===== config.mk =====
export PLATFORM = sky130hd
export DESIGN_NAME = ps2_kbd_rx
export DESIGN_NICKNAME = d
export VERILOG_FILES = /design/src/rtl/ps2_kbd_rx.sv
export SDC_FILE = /design/constraint.sdc
export NUM_CORES = 1
export LEC_CHECK = 0
export ABC_AREA = 0
export CAP_MARGIN = 15
export CORE_MARGIN = 2
export CORE_UTILIZATION = 40
export CTS_BUF_LIST = sky130_fd_sc_hd__clkbuf_8
export CTS_CLUSTER_DIAMETER = 40
export DETAILED_ROUTE_END_ITERATION = 16
export PLACE_DENSITY = 0.64
export SETUP_SLACK_MARGIN = 0.3
export SLEW_MARGIN = 5
export SYNTH_ARGS = -nofsm -noshare
export SYNTH_HDL_FRONTEND = slang
export SYNTH_SLANG_ARGS = --single-unit

===== constraint.sdc =====
create_clock -name clk -period 4.1 [get_ports clk]
set_input_delay 0.82 -clock clk [delete_from_list [all_inputs] [get_ports clk]]
set_output_delay 0.82 -clock clk [all_outputs]
set_load 0.03 [all_outputs]

===== src/rtl/ps2_kbd_rx.sv =====
// PS/2 keyboard receiver: synchronize, glitch-filter, deframe 11-bit frames, buffer bytes in a show-ahead FIFO.
// Optional odd-parity enforcement in the stop state with macro PS2_PARITY_CHECK_EN.
module ps2_kbd_rx #(
   parameter int CLK_HZ     = 25000000,
   parameter int TIMEOUT_US = 200,
   parameter int FILTER_LEN = 8,
   parameter int FIFO_AW    = 3
) (
   input  logic       clk,
   input  logic       reset_n,
   input  logic       ps2clk,
   input  logic       ps2dat,
   input  logic       rd,
   input  logic       clr_ovf,
   output logic [7:0] data,
   output logic       valid,
   output logic       overflow,
   output logic       frame_err,
   output logic       busy
);
   localparam int TO    = CLK_HZ / 1000000 * TIMEOUT_US;
   localparam int TOW   = $clog2(TO + 1);
   localparam int FW    = $clog2(FILTER_LEN + 1);
   localparam int DEPTH = 1 << FIFO_AW;

   typedef enum logic [1:0] {IDLE, DATA, PARITY, STOP} state_t;

   logic              clk_s1_q, clk_s2_q, dat_s1_q, dat_s2_q;
   logic              filt_q, filt_d;
   logic [FW-1:0]     fcnt_q, fcnt_d;
   logic              fall;
   state_t            state_q, state_d;
   logic [2:0]        bcnt_q, bcnt_d;
   logic [7:0]        shreg_q, shreg_d;
   logic              par_q, par_d;
   logic              err_q, err_d;
   logic [TOW-1:0]    to_q, to_d;
   logic              wr, par_ok;
   logic [FIFO_AW:0]  wptr_q, wptr_d, rptr_q, rptr_d;
   logic              ovf_q, ovf_d;
   logic              empty, full, pop, push;
   logic [7:0]        mem_q [DEPTH];

`ifdef PS2_PARITY_CHECK_EN
   assign par_ok = ^{shreg_q, par_q};
`else
   assign par_ok = 1'b1;
`endif

   // Level flips only after FILTER_LEN consecutive samples disagreeing with it.
   always_comb begin
      filt_d = filt_q;
      fcnt_d = '0;
      if (clk_s2_q != filt_q) begin
         if (fcnt_q == FW'(FILTER_LEN - 1)) filt_d = clk_s2_q;
         else                                fcnt_d = fcnt_q + 1'b1;
      end
   end

   assign fall = filt_q & ~filt_d;

   always_comb begin
      state_d = state_q;
      bcnt_d  = bcnt_q;
      shreg_d = shreg_q;
      par_d   = par_q;
      err_d   = 1'b0;
      wr      = 1'b0;
      if (state_q == IDLE || fall) to_d = TOW'(TO);
      else if (to_q != '0)         to_d = to_q - 1'b1;
      else                         to_d = to_q;
      if (fall) begin
         unique case (state_q)
            IDLE: if (!dat_s2_q) begin
               state_d = DATA;
               bcnt_d  = '0;
            end
            DATA: begin
               shreg_d = {dat_s2_q, shreg_q[7:1]};
               bcnt_d  = bcnt_q + 1'b1;
               if (bcnt_q == 3'd7) state_d = PARITY;
            end
            PARITY: begin
               par_d   = dat_s2_q;
               state_d = STOP;
            end
            STOP: begin
               state_d = IDLE;
               if (dat_s2_q && par_ok) wr    = 1'b1;
               else                    err_d = 1'b1;
            end
            default: state_d = IDLE;
         endcase
      end else if (state_q != IDLE && to_q == '0) begin
         err_d   = 1'b1;
         state_d = IDLE;
      end
   end

   // Full is MSB-differs/low-bits-equal; a same-cycle pop frees the slot being written.
   always_comb begin
      empty  = (wptr_q == rptr_q);
      full   = (wptr_q[FIFO_AW] != rptr_q[FIFO_AW]) &&
               (wptr_q[FIFO_AW-1:0] == rptr_q[FIFO_AW-1:0]);
      pop    = rd && !empty;
      push   = wr && (!full || pop);
      rptr_d = pop  ? rptr_q + 1'b1 : rptr_q;
      wptr_d = push ? wptr_q + 1'b1 : wptr_q;
      ovf_d  = ovf_q;
      if (clr_ovf)            ovf_d = 1'b0;
      if (wr && full && !pop) ovf_d = 1'b1;
   end

   always_ff @(posedge clk or negedge reset_n) begin
      if (!reset_n) begin
         clk_s1_q <= 1'b1;
         clk_s2_q <= 1'b1;
         dat_s1_q <= 1'b1;
         dat_s2_q <= 1'b1;
         filt_q   <= 1'b1;
         fcnt_q   <= '0;
         state_q  <= IDLE;
         bcnt_q   <= '0;
         shreg_q  <= '0;
         par_q    <= 1'b0;
         err_q    <= 1'b0;
         to_q     <= TOW'(TO);
      end else begin
         clk_s1_q <= ps2clk;
         clk_s2_q <= clk_s1_q;
         dat_s1_q <= ps2dat;
         dat_s2_q <= dat_s1_q;
         filt_q   <= filt_d;
         fcnt_q   <= fcnt_d;
         state_q  <= state_d;
         bcnt_q   <= bcnt_d;
         shreg_q  <= shreg_d;
         par_q    <= par_d;
         err_q    <= err_d;
         to_q     <= to_d;
      end
   end

   always_ff @(posedge clk or negedge reset_n) begin
      if (!reset_n) begin
         wptr_q <= '0;
         rptr_q <= '0;
         ovf_q  <= 1'b0;
         for (int i = 0; i < DEPTH; i++) mem_q[i] <= '0;
      end else begin
         wptr_q <= wptr_d;
         rptr_q <= rptr_d;
         ovf_q  <= ovf_d;
         if (push) mem_q[wptr_q[FIFO_AW-1:0]] <= shreg_q;
      end
   end

   assign data      = mem_q[rptr_q[FIFO_AW-1:0]];
   assign valid     = !empty;
   assign overflow  = ovf_q;
   assign frame_err = err_q;
   assign busy      = (state_q != IDLE);
endmodule


# Word-level counts from Yosys, hierarchy flattened
# Index checks and enable logic that the tools add are counted.
# op_classes
add_sub_neg	5
reduce_logical	23
eq_ne	12
n_bitwise	4
muxes	28
order_cmp	3
# op_table
cell	n
bitwise mux 64 bit	1
two-way mux 13 bit	2
binary-select mux 8 bit (select 3 bit)	1
demux 8 bit (select 3 bit)	1
two-way mux 8 bit	3
zero test 13 bit	1
nonzero test 13 bit	1
subtractor 13 x 1 -> 13 bit (second input constant)	1
adder 4 x 1 -> 4 bit (second input constant)	3
two-way mux 1 bit	11
nonzero test 2 bit	5
greater-or-equal comparator 4 bit (second input constant)	2
two-way mux 2 bit	4
two-way mux 4 bit	2
NOT 3 -> 4 bit	2
one-hot mux 2 bit (4 select lines)	1
logical AND 1 bit	7
inequality test 3 bit (second input constant)	2
one-hot mux 3 bit (2 select lines)	1
AND reduction 3 bit	2
== test 2 bit (second input constant)	2
== test 4 x 3 -> 1 bit (second input constant)	1
== test 4 bit	1
< comparator 4 x 1 -> 1 bit (second input constant)	1
other kinds (13)	17
# totals
reg_bits	109
inputBits	6
elab_cells	97
output_inout_bits	12

# Logic depth before layout (Yosys ltp)
# depth
word_depth	9
mapped_depth	6
depth_no_buf	6

# Worst setup path after synthesis
# Ideal clock, no wire load.
# synth_timing
kind	reg2out
start	reg rptr_q[0]
end	out data[0]
arrival_time_ps	1673
slack_ps	1607
path_stages_with_launch	5
cell_sequence	dfrtp_1 -> buf_6 -> buf_2 -> mux4_2 -> mux2_2
# synth_between
elab_chain_len	4
# synth_rtl
element	line_no	rtl
start: declaration	39	logic [FIFO_AW:0] wptr_q, wptr_d, rptr_q, rptr_d;
start signal: assignment	152	rptr_q <= rptr_d;
NOT 3 -> 4 bit (not written as such)	158	assign data = mem_q[rptr_q[FIFO_AW-1:0]];
binary-select mux 8 bit (select 3 bit)	158	
two-way mux 8 bit (not written as such) (2 in a row)	158	
end: declaration	15	output logic [7:0] data,
# Every way passes these cells. The select of a mux whose other input is x is not followed.

# Worst setup path after layout
# layout_timing
start	reg rptr_q[1]
end	out data[1]
# The elaborated chain is that of the path after synthesis.

==> results.toml <==
[timing]
finalClockSkew_ns = 0.0121
hold_violations = 0
slew_headroom_pct = 40.5
slew_viol_final = 0
fin_tns_setup_ns = 0
fin_crit_ns = 3.45
setup_viol = 0
min_period_over_period_pct = 84.2
tightest_slew_ns = 0.892
fmax_ghz = 0.290
hold_slack_ns = 0.362
rsz0062_at_grt = "false"

[yosys]
synthFlopType = "dfrtp_1"
ys_types = 54
syn_nets = 402
yosys_warnings = 0
synth-seq-cells = 109
syn_area_um2 = 5330
ys_async_sr_fraction_pct = 100
seq_area_frac_synth_pct = 51.4
syn_avg_cell_area_um2 = 13.9
synthesis.instances = 384
synth_edf_count = 0

[clocking]
path_clk_slew_ns = 0.11
cts_setup_buffers = 0
cts_tree = "built"
post_cts_resized = 0
cts_hold_buf = 0
cts.sinks = 109
cts-root-buf = "clkbuf_8"
cts_made_buffers = 9
clk_latency_ns = 0.38
htreeDepth = 3
clockBufferDepth = 2

[finish]
layout.cells.non_filler = 584
final_cell_mix = "dfrtp_1, mux2_2, nand2_1"
drive_gt1_share_pct = 34.8
final_common_cell = "dfrtp_1"
nNetsFinal = 421
syn_to_final_growth_pct = 9.86
final_area_um2 = 5850
insertedDiodeCount = 0

[global_route]
grt_pass1_wl_um = 17300
grt.overflow.total = 0
grt_use_total_pct = 15.7
first_global_vias = 3246
antenna_found_initial = 0
grt_start_max_net_pins = 59

[min_path]
whs_path_depth = 0
hold_path.class = "reg2reg"
min_from = "dat_s1_q$_DFF_PN1_"

[die]
core_um2 = 13100
start_util_pct = 40.6
boundaryPins = 18
dieArea_um2 = 14300
die_w_um = 119
dieHeight_um = 119
rows = 42

[setup_path]
cp.depth = 3
crit_end = "data[1]"
cp-start-kind = "flop"
critPathCaptureType = "output port"
ff2ff_setup_slack_ns = 1.21
cp_top_family = "flip-flops"
worstSetupPathType = "reg2out"
arrival_ns = 2.63
startpoint = "rptr_q[1]$_DFFE_PN0P_"
crit_chain = "mux4_2 -> mux2_2 -> clkdlybuf4s50_1"
r2r-end = "mem_q[12]$_DFFE_PN0P_"
crit_path_top_delay_cell = "dfrtp_1"
r2r_cells = 5
path_buf_inv = 1
r2r_start = "rptr_q[1]$_DFFE_PN0P_"
worstPathMaxFanout = 20
critPathMaxStageDelay_ns = 0.94
critPathRequiredTime_ns = 3.28

[detailed_routing]
routed_wl_um = 10200
drt-initial-drc-count = 139
route.detailed.drc = 0
wl_per_cell_um = 17.5
routed_via_density = 5.43
num_vias = 3169
drtPass1Iterations = 4
ant_nets = 0

[power]
p_leak_nw = 2.59
ir_drop_mv = 0.170
p_per_area_nw_per_um2 = 440

[placed_design]
globalplace.congestion = 0.800
dp_cells = 568
placed_cell_area_um2 = 5660
port-buffer-count = 17
dpl.hpwl_um = 6540

[outcome]
outcome = "finished clean"

[flow_run]
drv_cap = 0
## stage by stage
| step | power (W) | setup slack, ns | utilization (%) |
|---|---|---|---|
| CTS | 0.00260 | 0.625 | 44.6 |
| detailed placement | 0.00196 | 1.07 | 43.1 |
| global route | 0.00275 | 0.539 | 44.6 |
| finish | 0.00258 | 0.646 | 44.6 |
| floorplan | 0.00182 | 1.61 | - |
| global placement | 0.00194 | 1.08 | 43.1 |
## flip-flops by register name (all words and copies together) (netlist names)
signal	count
shreg_q	8
filt_q	1
overflow	1
wptr_q	4
clk_s2_q	1
fcnt_q	4
to_q	13
dat_s1_q	1
dat_s2_q	1
state_q	2
bcnt_q	3
rptr_q	4
mem_q	64
clk_s1_q	1
frame_err	1
## cells by family after synthesis
| logic type | synth area share [%] |
|---|---|
| flops | 51.4 |
| mux | 24.5 |
| simple gates | 8.90 |
| compound gates | 7.49 |
| buf+inv | 2.30 |
| xor+xnor | 2.58 |
| fa+ha+maj | 2.82 |
## report_power, final
part	switching, W	total, W	internal [W]
Sequential	0.000148	0.00132	0.00117
Combinational	0.000349	0.000614	0.000264
Clock	0.000377	0.000638	0.000261
## cell type report
cell class | count | area (µm²)
sequential | 109 | 2740
clock inverter | 5 | 41.3
timing repair buffer | 21 | 198
clock buffer | 11 | 151
multi-input combinational | 252 | 2460
inverter | 10 | 37.5
tap | 176 | 220
fill | 1175 | 7280
## worst min-delay path by stage
stage	endpoint	slack [ns]
finish	dat_s2_q$_DFF_PN1_	0.36
global route	dat_s2_q$_DFF_PN1_	0.37
CTS	dat_s2_q$_DFF_PN1_	0.36
detailed placement	dat_s2_q$_DFF_PN1_	0.35
global placement	dat_s2_q$_DFF_PN1_	0.35
floorplan	clk_s2_q$_DFF_PN1_	0.35
## Yosys cell counts, types with 3 or more instances
cell	number	area, µm²
inv_1	10	37.5
buf_6	4	45.0
dfrtp_1	99	2480
a21oi_1	9	45.0
nor2b_1	5	31.3
ha_1	12	150
mux2_2	78	878
buf_2	5	25.0
mux2_1	4	45.0
a2111oi_4	5	138
o211ai_1	3	22.5
clkbuf_1	3	11.3
nand2_1	17	63.8
xor2_1	7	61.3
nor2_1	13	48.8
mux4_2	16	360
o21ai_0	5	25.0
a31oi_1	3	18.8
nand3_1	10	50.1
nand4_1	5	31.3
dfstp_2	10	263
or4_1	4	30.0
nand2b_1	7	43.8
nor3_1	6	30.0
and4_1	3	26.3
xnor2_1	5	43.8
## routing by layer
metal	GRT usage [%]	wire, µm
met3	2.54	262
met1	21.6	4910
met4	6.03	193
met5	0	0
met2	25.1	4880
Power figures use the tool's default switching activity.
